### src/rtl/dma_timing_ctrl.sv
// Timing/control stage of an 8237A-style DMA controller: fixed-priority arbitration
// and single-transfer bus sequencing (SI..S4) with register-file update strobes.
module dma_timing_ctrl #(
   parameter int NCH = 4,
   parameter int AW  = 16,
   parameter int WW  = 16,
   localparam int CW = (NCH > 1) ? $clog2(NCH) : 1
) (
   input  logic                CLK,
   input  logic                RESET,
   input  logic [NCH-1:0]      DREQ,
   input  logic                HLDA,
   input  logic                READY,
   input  logic                EOP_n_in,
   input  logic                cmdDisable,
   input  logic [NCH-1:0]      maskBits,
   input  logic [NCH-1:0]      reqBits,
   input  logic [2*NCH-1:0]    modeXfer,
   input  logic [NCH-1:0]      modeDec,
   input  logic [AW*NCH-1:0]   currAddr,
   input  logic [WW*NCH-1:0]   currWord,
   output logic                HRQ,
   output logic [NCH-1:0]      DACK,
   output logic                AEN,
   output logic                ADSTB,
   output logic [AW-1:0]       ADDR,
   output logic                MEMR_n,
   output logic                MEMW_n,
   output logic                IOR_n,
   output logic                IOW_n,
   output logic                EOP_n_out,
   output logic                updEn,
   output logic [CW-1:0]       updCh,
   output logic [AW-1:0]       updAddr,
   output logic [WW-1:0]       updWord,
   output logic [NCH-1:0]      tcSet,
   output logic [NCH-1:0]      reqClr
);

   typedef enum logic [2:0] {SI, S0, S1, S2, S3, S4} state_t;

   state_t          r_state, w_next;
   logic [CW-1:0]   r_ch;
   logic            r_eop;
   logic [NCH-1:0]  w_eff;
   logic [CW-1:0]   w_pri;
   logic [NCH-1:0]  w_pri_oh, w_ch_oh;
   logic [AW-1:0]   w_pri_addr, w_cur_addr;
   logic [WW-1:0]   w_cur_word;
   logic [1:0]      w_cur_mode;
   logic            w_tc;

   assign w_eff    = (DREQ | reqBits) & ~maskBits;
   assign w_pri_oh = NCH'(1) << w_pri;
   assign w_ch_oh  = NCH'(1) << r_ch;
   // An external EOP on the S3->S4 edge counts as well as one latched earlier.
   assign w_tc     = (w_cur_word == '0) || r_eop || !EOP_n_in;

   always_comb begin
      w_pri      = '0;
      w_pri_addr = '0;
      w_cur_addr = '0;
      w_cur_word = '0;
      w_cur_mode = '0;
      for (int i = NCH-1; i >= 0; i--)
         if (w_eff[i]) w_pri = CW'(i);
      for (int i = 0; i < NCH; i++) begin
         if (w_pri == CW'(i)) w_pri_addr = currAddr[i*AW +: AW];
         if (r_ch == CW'(i)) begin
            w_cur_addr = currAddr[i*AW +: AW];
            w_cur_word = currWord[i*WW +: WW];
            w_cur_mode = modeXfer[i*2 +: 2];
         end
      end
   end

   always_ff @(posedge CLK) begin
      if (RESET) r_state <= SI;
      else       r_state <= w_next;
   end

   always_comb begin
      w_next = r_state;
      case (r_state)
         SI:      if (!cmdDisable && (w_eff != '0)) w_next = S0;
         S0:      if (w_eff == '0) w_next = SI;
                  else if (HLDA)   w_next = S1;
         S1:      w_next = S2;
         S2:      w_next = S3;
         S3:      if (READY) w_next = S4;
         S4:      w_next = SI;
         default: w_next = SI;
      endcase
   end

   always_ff @(posedge CLK) begin
      if (RESET) begin
         HRQ       <= 1'b0;
         DACK      <= '0;
         AEN       <= 1'b0;
         ADSTB     <= 1'b0;
         ADDR      <= '0;
         MEMR_n    <= 1'b1;
         MEMW_n    <= 1'b1;
         IOR_n     <= 1'b1;
         IOW_n     <= 1'b1;
         EOP_n_out <= 1'b1;
         updEn     <= 1'b0;
         updCh     <= '0;
         updAddr   <= '0;
         updWord   <= '0;
         tcSet     <= '0;
         reqClr    <= '0;
         r_ch      <= '0;
         r_eop     <= 1'b0;
      end else begin
         updEn     <= 1'b0;
         tcSet     <= '0;
         reqClr    <= '0;
         EOP_n_out <= 1'b1;
         case (r_state)
            SI: if (w_next == S0) HRQ <= 1'b1;
            S0: begin
               if (w_next == SI) HRQ <= 1'b0;
               else if (w_next == S1) begin
                  r_ch  <= w_pri;
                  AEN   <= 1'b1;
                  ADSTB <= 1'b1;
                  ADDR  <= w_pri_addr;
                  DACK  <= w_pri_oh;
               end
            end
            S1: begin
               ADSTB <= 1'b0;
               // Read = memory to I/O, write = I/O to memory; verify drives nothing.
               if (w_cur_mode == 2'b10) begin
                  MEMR_n <= 1'b0;
                  IOW_n  <= 1'b0;
               end else if (w_cur_mode == 2'b01) begin
                  IOR_n  <= 1'b0;
                  MEMW_n <= 1'b0;
               end
            end
            S2: if (!EOP_n_in) r_eop <= 1'b1;
            S3: begin
               if (!EOP_n_in) r_eop <= 1'b1;
               if (READY) begin
                  MEMR_n  <= 1'b1;
                  MEMW_n  <= 1'b1;
                  IOR_n   <= 1'b1;
                  IOW_n   <= 1'b1;
                  DACK    <= '0;
                  AEN     <= 1'b0;
                  updEn   <= 1'b1;
                  updCh   <= r_ch;
                  updAddr <= modeDec[r_ch] ? w_cur_addr - AW'(1) : w_cur_addr + AW'(1);
                  updWord <= w_cur_word - WW'(1);
                  reqClr  <= reqBits & w_ch_oh;
                  if (w_tc) begin
                     EOP_n_out <= 1'b0;
                     tcSet     <= w_ch_oh;
                  end
               end
            end
            S4: begin
               HRQ   <= 1'b0;
               r_eop <= 1'b0;
            end
            default: ;
         endcase
      end
   end

endmodule

### config.mk
export PLATFORM = sky130hd
export DESIGN_NAME = dma_timing_ctrl
export DESIGN_NICKNAME = d
export VERILOG_FILES = /design/src/rtl/dma_timing_ctrl.sv
export SDC_FILE = /design/constraint.sdc
export NUM_CORES = 1
export LEC_CHECK = 0
export BUFFER_PORTS_ARGS = -buffer_cell sky130_fd_sc_hd__buf_2
export CORE_MARGIN = 2
export CORE_UTILIZATION = 43
export DETAILED_ROUTE_END_ITERATION = 8
export GPL_TIMING_DRIVEN = 0
export PLACE_DENSITY = 0.77
export SYNTH_ARGS = -nofsm -noshare
export SYNTH_HDL_FRONTEND = slang
export SYNTH_SLANG_ARGS = --single-unit
### constraint.sdc
create_clock -name CLK -period 3.6 [get_ports CLK]
set_clock_uncertainty 0.1 [all_clocks]
set_input_delay 1.08 -clock CLK [delete_from_list [all_inputs] [get_ports CLK]]
set_output_delay 1.08 -clock CLK [all_outputs]
set_load 0.02 [all_outputs]
; ---- Word level (Yosys, flattened, before mapping)
; Index checks and enable logic that the tools add are counted.
[totals]
register_bits = 75
latchBits = 0
mem_bits_rw = 0
romBits = 0
input_bits = 158
output_inout_bits = 71
wordCells = 134
memories = 0
[classes]
n_addsub = 3
mul = 0
div = 0
n_lt_le_gt_ge = 1
n_eq_ne = 24
n_shift = 2
mux = 50
bitwise_logic = 8
n_reduce_logical = 29
[ops]
columns = op, n
row1 = 16-bit 2-to-1 mux, 13
row2 = 16-bit by 1-bit subtractor with 16-bit output (second input constant), 2
row3 = 2-bit inequality test (second input constant), 9
row4 = 16-bit by 1-bit adder with 16-bit output (second input constant), 1
row5 = 16-bit zero test, 1
row6 = 2-bit 2-to-1 mux, 8
row7 = 3-bit one-hot mux with 5 select lines, 1
row8 = 1-bit 2-to-1 mux, 13
row9 = 3-bit 2-to-1 mux, 4
row10 = 4-bit 2-to-1 mux, 3
row11 = 3-bit AND reduction, 4
row12 = 2-bit equality test (second input constant), 5
row13 = 1-bit one-hot mux with 2 select lines, 5
row14 = 3-bit by 2-bit equality test with 1-bit output (second input constant), 3
row15 = 4-bit AND, 2
row16 = 4-bit one-hot mux with 2 select lines, 1
row17 = 4-bit AND reduction, 2
row18 = 2-bit nonzero test, 4
row19 = 1-bit by 2-bit << shifter with 4-bit output (first input constant), 2
row20 = 2-bit by 1-bit equality test with 1-bit output (second input constant), 3
row21 = 3-bit by 1-bit equality test with 1-bit output (second input constant), 2
row22 = 3-bit equality test (second input constant), 2
row23 = 3-bit zero test, 2
row24 = 2-bit zero test, 2
row25 = other kinds (16), 23

; ---- Logic depth before layout (Yosys ltp)
[logic_depth]
word_depth = 11
depth_mapped = 13
depth_no_buf = 9

; ---- Worst setup path before layout
; Ideal clock, no wire load.
[synth_path]
path_type = register to register
from = reg r_ch[0]
to = reg updAddr[15]
setup_time_ns = 0.074
arrival_ns = 3.559
required_time_ns = 3.426
path_slack_ns = -0.134
path_stages_with_launch = 13
path_buffers = 4
period_less_slack_ns = 3.734
cell_sequence = dfxtp_1 > buf_6 > buf_12 > buf_6 > buf_1 > mux4_2 > ha_1 > a21o_1 > a311o_1 > a31oi_1 > a211oi_1 > or3_1 > a31oi_1
[synth_between]
elab_chain_len = 7
elab_cells_between_ends = 13
[synth_lines]
columns = item, line
row1 = start: declaration, 43  ; logic [CW-1:0] r_ch;
row2 = start signal: assignment, 126  ; r_ch <= w_pri;
row3 = 2-bit zero test, 69  ; if (r_ch == CW'(i)) begin
row4 = 16-bit 2-to-1 mux (4 in series), 69
row5 = 16-bit by 1-bit adder with 16-bit output or 16-bit by 1-bit subtractor with 16-bit output (tied branches), 156  ; updAddr <= modeDec[r_ch] ? w_cur_addr - AW'(1) : w_cur_addr + AW'(1);
row6 = 16-bit 2-to-1 mux *, 156
row7 = end signal: assignment, 156
row8 = end: declaration, 34  ; output logic [AW-1:0] updAddr,
; Mark *: on every way between the ends. The rest lies on a longest branch, timed or not. The select of a mux whose other input is x is not followed.
; A chain may end at the register's enable or synchronous reset.

; ---- Worst setup path after layout
[layout_path]
from = in modeDec[1]
to = reg updAddr[15]
[layout_between]
elab_chain_len = 3
[layout_lines]
columns = item, line
row1 = start: declaration, 19  ; input logic [NCH-1:0] modeDec,
row2 = 1-bit binary-select mux with 2-bit select, 156
row3 = 1-bit 2-to-1 mux (implied by the code), 156
row4 = 16-bit 2-to-1 mux, 156
; Every way passes these cells. The select of a mux whose other input is x is not followed.

==> results.sh <==
export IMPL_post_place_setup_slack_ps=-795
export IMPL_max_slew_margin=0.291
export IMPL_highest_signal_layer="met4"
export IMPL_worst_r2r_setup_slack_ps=160
export IMPL_finalCriticalPeriod_ps=3450
export IMPL_utilization_after_layout=0.598
export IMPL_postSynthNetCount=702
export IMPL_ios=229
export IMPL_synth_xor_area_frac=0.0335
export IMPL_fillers=1027
export IMPL_yosys_warnings=0
export IMPL_totalNegativeSetupSlack_ps=0
export IMPL_final_critical_path_setup_slack_ps=148
export IMPL_h_tree_depth=3
export IMPL_clock_path_buffers=2
export IMPL_numPortBuffers=227
export IMPL_cts_buffers_inserted=9
export IMPL_post_synth_main_area_contributors="dfxtp_1 30%, mux4_2 13%, nand2_1 4.5%"
export IMPL_number_of_enable_flip_flop_cells_after_synthesis=0
export IMPL_totalPowerFinal_mw=2.68
export IMPL_clk_latency_ps=340
export IMPL_cellLeakagePower_nw=2.89
export IMPL_critical_path_n_buffers_inverters=2
export IMPL_final_layout_size_suffix_gt1_frac=0.407
export IMPL_final_net_count=948
export IMPL_placed_cells=897
export IMPL_die_height_um=111
export IMPL_status="complete, no violations"
export IMPL_ys_flop_type="dfxtp_1"
export IMPL_met2_length_um=8550
export IMPL_worstPathMaxFanout=9
export IMPL_cp_delay_by_family_top="compound AO/OA/AOI/OAI gates"
export IMPL_synth_adder_area_share=0.0444
export IMPL_synthesis_area_mm2=0.00496
export IMPL_die_area_mm2=0.0124
export IMPL_totalWireLength_um=17200
export IMPL_cellPowerDensity_mw_per_mm2=396
export IMPL_detailroute_wirelength_met3_um=1290
export IMPL_cts_clk_slew_worst_paths_ps=60
export IMPL_min_period_over_period=0.959
export IMPL_endpoint_kind="register"
export IMPL_power_frac_comb=0.246
export IMPL_ys_types=68
export IMPL_final_cell_count_no_fill=921
export IMPL_count_of_mapped_cells_out_of_synthesis=527
export IMPL_drtPass1Iterations=8
export IMPL_share_seq_of_total_power=0.327
export IMPL_grt_antenna_before_repair=0
export IMPL_yosysTopAreaCell="dfxtp_1"
export IMPL_std_cell_rows=39
export IMPL_internal_power_mw=1.94
export IMPL_syn_area_per_cell_um2=9.42
export IMPL_post_synth_and_or_nand_nor_area_fraction=0.194
export IMPL_fraction_of_synthesized_area_in_multiplexers=0.165
export IMPL_horizontal_die_dimension_um=111
export IMPL_grt_pass1_vias=5443
export IMPL_clock_fmax_ghz=0.290
export IMPL_cts_sink_count=75
export IMPL_switchingPower_mw=0.744
export IMPL_crit_slowest_cell="mux4_2"
export IMPL_worst_setup_path_start_kind="input port"
export IMPL_antenna_cells_inserted=0
export IMPL_slew_viol_final=0
export IMPL_slowest_delay_ps=580
export IMPL_post_drt_via_cell_ratio=5.87
export IMPL_p_sw_frac=0.278
export IMPL_most_frequent_cells_in_the_layout="227 x buf_2, 75 x dfxtp_1, 60 x nand2_1"
export IMPL_timing_worst_slew_pin_value_ps=1050
export IMPL_met1_wire_length_um=6830
export IMPL_grt_remaining_overflow=0
export IMPL_dpl_hpwl_um=13400
export IMPL_via_count=5404
export IMPL_setup_worst_path_class="input port to register"
export IMPL_postRouteAntennaNets=0
export IMPL_grt_max_degree=20
export IMPL_wl_per_cell_um=18.7
export IMPL_irDropWorstVdd_mv=0.227
export IMPL_yosys_register_bits=75
export IMPL_remaining_drc_errors=0
export IMPL_floorplan_initialDensity=0.439
export IMPL_cap_viol_max_count=0
export IMPL_drt_iter0_drc=340
export IMPL_grt_first_pass_wirelength_um=27200
export IMPL_tritoncts_clock_tree="yes"
export IMPL_setup_violations_final=0
export IMPL_layout_commonest_cell="buf_2"
export IMPL_critical_path_cell_chain="buf_2 -> mux4_2 -> buf_4 -> ha_1 -> a21o_1 -> a311o_1 -> a31oi_4 -> a211oi_1 -> or3_1 -> a31oi_1"
export IMPL_cp_data_arrival_time_ps=3620
export IMPL_yosysSeqAreaShare=0.302
export IMPL_critPathRequiredTime_ps=3770
export IMPL_postSynth_asyncResetShare=0
export IMPL_cts_root_buffer="clkbuf_16"
export IMPL_hold_path_class="register to register"
export IMPL_global_route_usage_over_all_layers=0.274
export IMPL_share_clk_of_total_power=0.427
export IMPL_gp_congestion=0.906
export IMPL_areaGrowthSynthToFinish_pct=36.4
export IMPL_hold_viol=0
export IMPL_core_area_mm2=0.0113
export IMPL_yosysTopAreaCellShare=0.302
export IMPL_combinational_family_with_the_most_area_after_synthesis="compound AO/OA/AOI/OAI gates"
export IMPL_synth_compound_area_frac=0.204
==> worst paths after layout <==
| check | from | end | cells after the start |
|---|---|---|---|
| worst min register to register | updAddr[10]$_SDFFE_PP0P_ | updAddr[10]$_SDFFE_PP0P_ | 2 |
| worst max register to register | r_ch[0]$_SDFFE_PP0P_ | updAddr[15]$_SDFFE_PP0P_ | 11 |
| worst max-delay path | modeDec[1] | updAddr[15]$_SDFFE_PP0P_ | 10 |
| worst min-delay path | updAddr[10]$_SDFFE_PP0P_ | updAddr[10]$_SDFFE_PP0P_ | 2 |
==> worst register-to-register path: stages (launching register included) <==
cell	delay [ps]
dfxtp_1	330
buf_6	190
buf_16	170
buf_6	200
mux4_2	540
ha_1	380
a21o_1	210
a311o_1	370
a31oi_4	240
a211oi_1	120
or3_1	360
a31oi_1	160
==> routing by layer <==
metal / global-route usage / vias to the layer above
li1: - / 2524
met1: 0.329 / 2568
met2: 0.471 / 270
met3: 0.0539 / 42
met4: 0.133 / 0
met5: 0 / -
==> cells in the mapped netlist (15+ instances only) <==
cell type,instances
dfxtp_1,75
nand2_1,60
nor2_1,59
a21oi_1,36
mux4_2,29
clkbuf_1,28
a211oi_1,23
a311oi_1,17
a222oi_1,16
ha_1,16
nor3_1,15
==> sequential cells by signal, summed over array words and instances (netlist names), 2 cells and up <==
| register | count |
|---|---|
| r_state | 3 |
| ADDR | 16 |
| updWord | 16 |
| updCh | 2 |
| DACK | 4 |
| reqClr | 4 |
| r_ch | 2 |
| tcSet | 4 |
| updAddr | 16 |
==> cell type report <==
| cell class | count | area [um^2] | area share |
|---|---|---|---|
| multi-input combinational | 402 | 3220 | 0.475 |
| sequential | 75 | 1500 | 0.222 |
| timing repair buffer | 239 | 1230 | 0.181 |
| clock buffer | 12 | 256 | 0.0379 |
| buffer | 39 | 246 | 0.0364 |
| tap | 143 | 179 | 0.0264 |
| clock inverter | 4 | 120 | 0.0177 |
| inverter | 7 | 26.3 | 0.00388 |
==> kinds of logic (layout without fill, tap and decap cells) <==
group                      Yosys count  count (layout)
buffers and inverters               50             301
DFF                                 75              75
AOI/OAI and AO/OA                  138             138
xor gates and xnor gates            19              19
and+or+nand+nor                    192             192
muxes                               36              36
adders and majority gates           17              17
==> metrics by stage <==
step / hold slack [ps] / instance area (um^2)
6_report: 349 / 6770
5_1_grt: 366 / 6770
4_1_cts: 351 / 6680
3_5_place_dp: 342 / 6280
3_3_place_gp: 342 / 6280
2_1_floorplan: 403 / 4970
==> timing repair <==
item,in CTS,in global routing
endpoints found under the setup margin,13,4
gates cloned,0,0
resized for setup,4,7
hold buffers,0,0
setup buffers,3,9
==> power groups by stage <==
| stage | Combinational, mW | Sequential [mW] | Clock (mW) |
|---|---|---|---|
| floorplan | 0.382 | 0.921 | 0 |
| global placement | 0.616 | 0.894 | 0 |
| finish | 0.659 | 0.877 | 1.14 |
| detailed placement | 0.631 | 0.894 | 0 |
| global route | 0.721 | 0.880 | 1.19 |
| CTS | 0.640 | 0.876 | 1.15 |
No activity file was read; power rests on OpenSTA's default activity.
